File: src/rtl/uart_cmd_responder.sv
// Serial register-access responder: parses A5/CMD/ADDR[/DATA] frames from the UART RX FIFO,
// performs one register bus read or write, and returns a 5A/STATUS/VALUE frame to the TX FIFO.
module uart_cmd_responder #(
    parameter int REG_COUNT   = 16,
    parameter int TIMEOUT_CYC = 200000
) (
    input  logic       sys_clk,
    input  logic       rst,
    input  logic       rx_empty,
    input  logic [7:0] rx_byte,
    output logic       rx_pop,
    input  logic       tx_full,
    output logic       tx_push,
    output logic [7:0] tx_byte,
    output logic [7:0] reg_addr,
    output logic [7:0] reg_wdata,
    output logic       reg_wr,
    output logic       reg_rd,
    input  logic [7:0] reg_rdata,
    output logic       busy,
    output logic [7:0] err_cnt
);

    localparam int TMO_W = $clog2(TIMEOUT_CYC + 1);

    localparam logic [7:0] SYNC_REQ    = 8'hA5;
    localparam logic [7:0] SYNC_RESP   = 8'h5A;
    localparam logic [7:0] CMD_WR      = 8'h01;
    localparam logic [7:0] CMD_RD      = 8'h02;
    localparam logic [7:0] ST_OK       = 8'h00;
    localparam logic [7:0] ST_BAD_CMD  = 8'hE1;
    localparam logic [7:0] ST_BAD_ADDR = 8'hE2;
    localparam logic [8:0] REG_LIMIT   = 9'(REG_COUNT);
    localparam logic [TMO_W-1:0] TMO_LIMIT = TMO_W'(TIMEOUT_CYC);

    typedef enum logic [3:0] {
        ST_IDLE,
        ST_CMD,
        ST_ADDR,
        ST_DATA,
        ST_EXEC,
        ST_RD_WAIT,
        ST_RESP0,
        ST_RESP1,
        ST_RESP2
    } state_t;

    state_t           state, state_d;
    logic             is_wr, is_wr_d;
    logic [7:0]       reg_addr_d, reg_wdata_d;
    logic [7:0]       status, status_d;
    logic [7:0]       value, value_d;
    logic [7:0]       err_cnt_d;
    logic [TMO_W-1:0] tmo_cnt, tmo_cnt_d;
    logic             in_frame, tmo_hit, new_addr_ok, held_addr_ok;

    // NOTE: every signal written here gets a default first, so no path can leave one
    // unassigned and infer a latch.
    always_comb begin
        in_frame     = (state == ST_CMD) || (state == ST_ADDR) || (state == ST_DATA);
        tmo_hit      = in_frame && (tmo_cnt == TMO_LIMIT);
        new_addr_ok  = {1'b0, rx_byte}  < REG_LIMIT;
        held_addr_ok = {1'b0, reg_addr} < REG_LIMIT;

        state_d     = state;
        is_wr_d     = is_wr;
        reg_addr_d  = reg_addr;
        reg_wdata_d = reg_wdata;
        status_d    = status;
        value_d     = value;
        err_cnt_d   = err_cnt;
        tmo_cnt_d   = (in_frame && rx_empty) ? tmo_cnt + 1'b1 : '0;
        rx_pop      = 1'b0;
        tx_push     = 1'b0;
        tx_byte     = 8'h00;
        reg_wr      = 1'b0;
        reg_rd      = 1'b0;

        if (tmo_hit) begin
            // Host went quiet mid-frame: drop it silently and count the abort.
            state_d   = ST_IDLE;
            tmo_cnt_d = '0;
            if (err_cnt != 8'hFF) err_cnt_d = err_cnt + 8'd1;
        end else begin
            case (state)
                ST_IDLE: begin
                    if (!rx_empty) begin
                        rx_pop = 1'b1;
                        if (rx_byte == SYNC_REQ) state_d = ST_CMD;
                    end
                end
                ST_CMD: begin
                    if (!rx_empty) begin
                        rx_pop  = 1'b1;
                        is_wr_d = (rx_byte == CMD_WR);
                        if ((rx_byte == CMD_WR) || (rx_byte == CMD_RD)) begin
                            state_d = ST_ADDR;
                        end else begin
                            status_d = ST_BAD_CMD;
                            value_d  = 8'h00;
                            state_d  = ST_RESP0;
                        end
                    end
                end
                ST_ADDR: begin
                    if (!rx_empty) begin
                        rx_pop     = 1'b1;
                        reg_addr_d = rx_byte;
                        if (is_wr) begin
                            state_d = ST_DATA;
                        end else if (new_addr_ok) begin
                            state_d = ST_EXEC;
                        end else begin
                            status_d = ST_BAD_ADDR;
                            value_d  = 8'h00;
                            state_d  = ST_RESP0;
                        end
                    end
                end
                ST_DATA: begin
                    // The data byte is consumed even for a bad address so the stream stays framed.
                    if (!rx_empty) begin
                        rx_pop      = 1'b1;
                        reg_wdata_d = rx_byte;
                        if (held_addr_ok) begin
                            state_d = ST_EXEC;
                        end else begin
                            status_d = ST_BAD_ADDR;
                            value_d  = 8'h00;
                            state_d  = ST_RESP0;
                        end
                    end
                end
                ST_EXEC: begin
                    if (is_wr) begin
                        reg_wr   = 1'b1;
                        status_d = ST_OK;
                        value_d  = reg_wdata;
                        state_d  = ST_RESP0;
                    end else begin
                        reg_rd  = 1'b1;
                        state_d = ST_RD_WAIT;
                    end
                end
                ST_RD_WAIT: begin
                    status_d = ST_OK;
                    value_d  = reg_rdata;
                    state_d  = ST_RESP0;
                end
                ST_RESP0: begin
                    tx_byte = SYNC_RESP;
                    if (!tx_full) begin
                        tx_push = 1'b1;
                        state_d = ST_RESP1;
                    end
                end
                ST_RESP1: begin
                    tx_byte = status;
                    if (!tx_full) begin
                        tx_push = 1'b1;
                        state_d = ST_RESP2;
                    end
                end
                ST_RESP2: begin
                    tx_byte = value;
                    if (!tx_full) begin
                        tx_push = 1'b1;
                        state_d = ST_IDLE;
                    end
                end
                default: state_d = ST_IDLE;
            endcase
        end

        // Strobes are combinational from state, so mask them while reset is being
        // sampled; otherwise a FIFO could be popped or pushed by a frame being dropped.
        if (rst) begin
            rx_pop  = 1'b0;
            tx_push = 1'b0;
            tx_byte = 8'h00;
            reg_wr  = 1'b0;
            reg_rd  = 1'b0;
        end
    end

    assign busy = (state != ST_IDLE);

    // NOTE: sequential state uses non-blocking assignments so every register samples
    // the pre-edge values of the others, independent of process ordering.
    always_ff @(posedge sys_clk) begin
        if (rst) begin
            state     <= ST_IDLE;
            is_wr     <= 1'b0;
            reg_addr  <= 8'h00;
            reg_wdata <= 8'h00;
            status    <= 8'h00;
            value     <= 8'h00;
            err_cnt   <= 8'h00;
            tmo_cnt   <= '0;
        end else begin
            state     <= state_d;
            is_wr     <= is_wr_d;
            reg_addr  <= reg_addr_d;
            reg_wdata <= reg_wdata_d;
            status    <= status_d;
            value     <= value_d;
            err_cnt   <= err_cnt_d;
            tmo_cnt   <= tmo_cnt_d;
        end
    end

endmodule

File: config.mk
export PLATFORM = sky130hd
export DESIGN_NAME = uart_cmd_responder
export DESIGN_NICKNAME = d
export VERILOG_FILES = /design/src/rtl/uart_cmd_responder.sv
export SDC_FILE = /design/constraint.sdc
export NUM_CORES = 1
export LEC_CHECK = 0
export ABC_CLOCK_PERIOD_IN_PS = 3100
export CORE_UTILIZATION = 30
export CTS_BUF_LIST = sky130_fd_sc_hd__clkbuf_4 sky130_fd_sc_hd__clkbuf_8
export DETAILED_ROUTE_END_ITERATION = 10
export HOLD_SLACK_MARGIN = 0.06
export MAX_ROUTING_LAYER = met4
export SYNTH_ARGS = -nofsm -noshare
export SYNTH_HDL_FRONTEND = slang
export SYNTH_SLANG_ARGS = --single-unit
File: constraint.sdc
create_clock -name sys_clk -period 3.1 [get_ports sys_clk]
set_clock_uncertainty 0.2 [all_clocks]
set_input_delay 0.465 -clock sys_clk [delete_from_list [all_inputs] [get_ports sys_clk]]
set_output_delay 0.465 -clock sys_clk [all_outputs]
set_load 0.05 [all_outputs]
After elaboration in Yosys (flattened, before gate mapping). Index checks and enable logic that the tools add are counted.

Add/sub/neg operators: 2. $lt $le $gt $ge: 2. Equal/unequal tests: 26. Mux-type cells: 51. Bitwise logic cells: 3. Reduce and logical (&&, ||, !) cells: 18.

Operator list (number): 2-to-1 mux 8 bit (18); case mux 8 bit (5 select lines) (2); case mux 4 bit (9 select lines) (1); 2-to-1 mux 4 bit (8); != test 2 bit (second input constant) (13); case mux 8 bit (3 select lines) (1); adder 18 x 1 -> 18 bit (second input constant) (1); == test 18 bit (second input constant) (1); == test 4 x 3 -> 1 bit (second input constant) (4); < comparator 8 x 5 -> 1 bit (second input constant) (2); 2-to-1 mux 1 bit (16); AND reduction 10 bit (1); AND reduction 3 bit (3); adder 8 x 1 -> 8 bit (second input constant) (1); == test 4 x 2 -> 1 bit (second input constant) (2); == test 8 x 1 -> 1 bit (second input constant) (1); == test 8 x 2 -> 1 bit (second input constant) (1); == test 8 bit (second input constant) (1); != test 8 bit (second input constant) (1); AND reduction 8 bit (1); 2-to-1 mux 2 bit (3); 2-to-1 mux 3 bit (2); OR reduction 3 bit (2); nonzero test 5 bit (1); 10 further kinds (15).

Register bits after elaboration: 63. Output and inout bits: 37. Word-level logic and storage cells: 110.

Longest topological paths before layout.
Depth in word-level cells: 6. Depth in mapped cells: 9. Gate-level depth less buffers: 7.

Worst setup path after synthesis. OpenSTA, ideal clock, no wires.

Kind: reg2out. Start point: reg state[1]. End point: out tx_push. Arrival: 2.530 ns. Data required time: 2.435 ns. Path slack: -0.095 ns. Cell stages (with the launch flop): 5. Buffers on the path: 1. Cells stage by stage: dfxtp_1 clkbuf_1 nor4_1 nor2_1 nor3_1.

Cells in the longest elaborated chain, start to end: 6. Elaborated cells on any way between the ends: 13. Classes of those cells: eq/ne (6); mux (3); reduce/logical (4).

Ends and longest elaborated chain: start, declared (RTL line 48) `state_t state, state_d;`; start signal, assigned (RTL line 201) `state <= state_d;`; parallel branches: the longest is 4 deep, another holds == test 4 bit; 2-to-1 mux 1 bit (*) (RTL line 79) `if (tmo_hit) begin`; 2-to-1 mux 1 bit (*) (RTL line 177) `if (rst) begin`; end, declared (RTL line 13) `output logic tx_push,`.

Every way passes the cells marked *.

Worst setup path after layout.
Start point: reg state[1]. End point: out tx_byte[6].

Cells in the longest elaborated chain, start to end: 6. Elaborated cells on any way between the ends: 12. Classes of those cells: eq/ne (6); mux (3); reduce/logical (3).

Ends and longest elaborated chain: == test 4 x 1 -> 1 bit or == test 4 x 2 -> 1 bit (tied branches) (RTL line 60) `in_frame = (state == ST_CMD) || (state == ST_ADDR) || (state == ST_DATA);`; logical OR 1 bit (2 in series) (RTL line 60); logical AND 1 bit (RTL line 61) `tmo_hit = in_frame && (tmo_cnt == TMO_LIMIT);`; 2-to-1 mux 8 bit (*) (RTL line 79); 2-to-1 mux 8 bit (*) (RTL line 177); end, declared (RTL line 14) `output logic [7:0] tx_byte,`.

Mark *: on every way between the ends. The rest lies on a longest branch, timed or not.

==> summary.md <==
| Metric | Value |
|---|---|
| Diodes inserted | 0 |
| CTS Buffer Depth | 2 |
| Resize count post-CTS | 0 |
| Clock Sink Count | 58 |
| Dpl ws | 0.103 ns |
| Mean post-synth cell area | a little over 8 um^2 |
| Distinct cells, synth | 56 |
| Worst Tran Pin Value | 0.846 ns |
| Port Buffer Count | between 50 and 60 |
| Drt via density | around 5 |
| Final Power | 0.00153 W |
| Post-synth ARST share | 0 |
| Final wirelength | 7820 um |
| Starting DRT DRC Count | approximately 130 |
| Crit path cell chain | nor2_1 > or3_4 > o31ai_2 > buf_4 > a21oi_1 > buf_12 |
| Status | complete, no violations |
| Setup_tns | 0 ns |
| First-pass DRT Iterations | 4 |
| Die ar. | about 11,000 um^2 |
| Pwr per Cell Area | between 300 and 400 nW/um^2 |
| Largest net degree at the start of global routing | 37 |
| Cell Rows | 36 |
| Commonest cells after routing, fill and taps aside | dfxtp_1, clkdlybuf4s50_1, nor2_1 |
| Peak supply drop | around 0.24 mV |
| Gr ovfl total | 0 |
| Initial antenna violation count | 0 |
| Share of the yosys chip area belonging to registers | 0.382 |
| Post-DP HPWL | 5790 um |
| CTS Buf Count | 9 |
| Vias | approximately 2,800 |
| Minimum clock period | about 2.9 ns |
| Post-synthesis net count | 399 |
| Synth Flop Type | dfxtp_1 |
| Drt drc | 0 |
| Max Fclk | 342 MHz |
| Vias in the first global route | about 2,700 |
| Max Slew Vio Count | 0 |
| Syn Inst Count | 376 |
| Endpoints failing setup | 0 |
| Slew headroom | 0.431 |
| Crit path max fanout | 15 |
| Crit Path Class | reg2out |
| Num ports | 57 |
| Clock latency on the worst-skew pair | 0.33 ns |
| Post-synth EDFFs | 0 |
| Die width | between 100 and 150 um |
| Area delta synth->final | 33.6% |
| Antenna Nets Post-Route | 0 |
| Per-cell routed wire length | between 10 and 15 um |
| RSZ-0062 raised after global routing | no |
| Register area | 1160 um^2 |
| Worst EP arrival | approximately 2.3 ns |
| RePlAce Congestion | 0.875 |
| Critical Path RT | approximately 2.4 ns |
| Most common cell after layout, fill and taps aside | dfxtp_1 |
| CTS tree | done |
| Max cap viols | 0 |
| Startpoint Class | flip-flop |
| Die Height | between 100 and 150 um |
| Leakage | about 1.4 nW |
| Mapped Area | around 3000 um^2 |
| Fraction of layout cells with a size suffix above 1 | 0.138 |
| Max stage delay on crit path | between 0.5 and 0.6 ns |
| Total global routing track utilization | 0.163 |
| Yosys warning count | 0 |
| CP endpoint kind | primary output |
| Final worst slack | between 0.15 and 0.2 ns |
| Final worst-path cycle share | 0.943 |
| Synthesized flop and latch total | 58 |
| H-tree levels | 3 |
| Fin. Hold Viols | 0 |
| Core Area | just under 10,000 um^2 |
| Filler cells | between 900 and 1,000 |
| CP max-delay cell | dfxtp_1 |
| Hold Buf Count CTS | 0 |
| Initial core utilization | 0.311 |
| Final-stage net count | 453 |
| Setup Fix Bufs, Post-CTS | 0 |
| Clk slew on worst S/H paths | 0.06 ns |
| Hold WC Path Type | reg2reg |
| First-pass GRT wire length | roughly 13,000 um |
| Clock Tree Root | clkbuf_8 |
| Area of the multi-input gates | between 1500 and 2000 um^2 |
per-stage QoR:
stage	hold WS, ns	std cells	utilization	instance area, um^2
2_1_floorplan	0.238	376	-	3040
3_3_place_gp	0.246	552	0.394	3850
3_5_place_dp	0.253	552	0.394	3850
4_1_cts	0.263	567	0.415	4060
5_1_grt	0.285	567	0.415	4060
6_report	0.262	567	0.415	4060
synth_stat cells (all sizes together) (4+ instances only):
library cell / number / area (um^2)
a21oi: 32 / 160
nand3: 34 / 170
dfxtp: 58 / 1160
mux2i: 12 / 120
mux2: 9 / 101
or3: 5 / 40.0
nand2b: 6 / 37.5
nor2: 41 / 154
and3: 4 / 25.0
nor4: 10 / 62.6
xnor2: 8 / 70.1
inv: 10 / 37.5
o21ai: 21 / 105
clkbuf: 11 / 41.3
nand4: 4 / 25.0
xor2: 9 / 78.8
nor3: 10 / 50.1
nand2: 34 / 128
buf: 12 / 78.8
or4: 4 / 30.0
worst max-delay path, delay by kind of cell, from the launching register on:
kind,cells,cell delay [ns]
AOI/OAI and AO/OA,2,0.37
buffers and inverters,2,0.43
DFF,1,0.59
and+or+nand+nor,2,0.54
final cells by class:
cell class | instances | area share
Timing Repair Buffer | 67 | 0.187
Clock inverter | 2 | 0.00863
Clock buffer | 13 | 0.0425
Sequential cell | 58 | 0.286
Tap cell | 133 | 0.0410
Inverter | 10 | 0.00925
Multi-Input combinational cell | 284 | 0.425
worst paths after layout:
check        slack, ns     start  cells after the start         end
max               0.18  state[1]                      6  tx_byte[6]
min reg2reg       0.26  value[2]                      2    value[2]
max reg2reg       0.47  state[1]                      5  err_cnt[5]
min               0.26  value[2]                      2    value[2]
metal layers:
| layer | vias up | part of all wire | track usage |
|---|---|---|---|
| met5 | - | 0 | - |
| met4 | 0 | 0.018 | 0.0670 |
| met3 | 11 | 0.052 | 0.0346 |
| met2 | 72 | 0.45 | 0.250 |
| met1 | 1307 | 0.48 | 0.206 |
| li1 | 1456 | - | - |
logic make-up (layout without fill, tap and decap cells):
family | count (synthesis) | after routing | share of synthesized area
AND/OR/NAND/NOR | 168 | 168 | 0.282
AO/OA/AOI/OAI | 75 | 75 | 0.147
flip-flops | 58 | 58 | 0.382
buffers and inverters | 34 | 92 | 0.0548
multiplexers | 21 | 21 | 0.0729
XOR/XNOR | 17 | 17 | 0.0490
adder cells (fa/ha/maj) | 3 | 3 | 0.0124
where the power goes:
| group | total [W] | internal (W) | switching (W) |
|---|---|---|---|
| sequential | 0.000746 | 0.000746 | 0.000000130 |
| clock | 0.000716 | 0.000440 | 0.000276 |
| combinational | 0.0000632 | 0.0000315 | 0.0000317 |
| total | 0.00153 | 0.00122 | 0.000308 |
flip-flops by register name (all words and copies together) (netlist names):
signal / cells
err_cnt: 8
is_wr: 1
reg_addr: 8
reg_wdata: 8
state: 4
status: 3
tmo_cnt: 18
value: 8
Note: power is estimated with default switching activity, not from simulation.
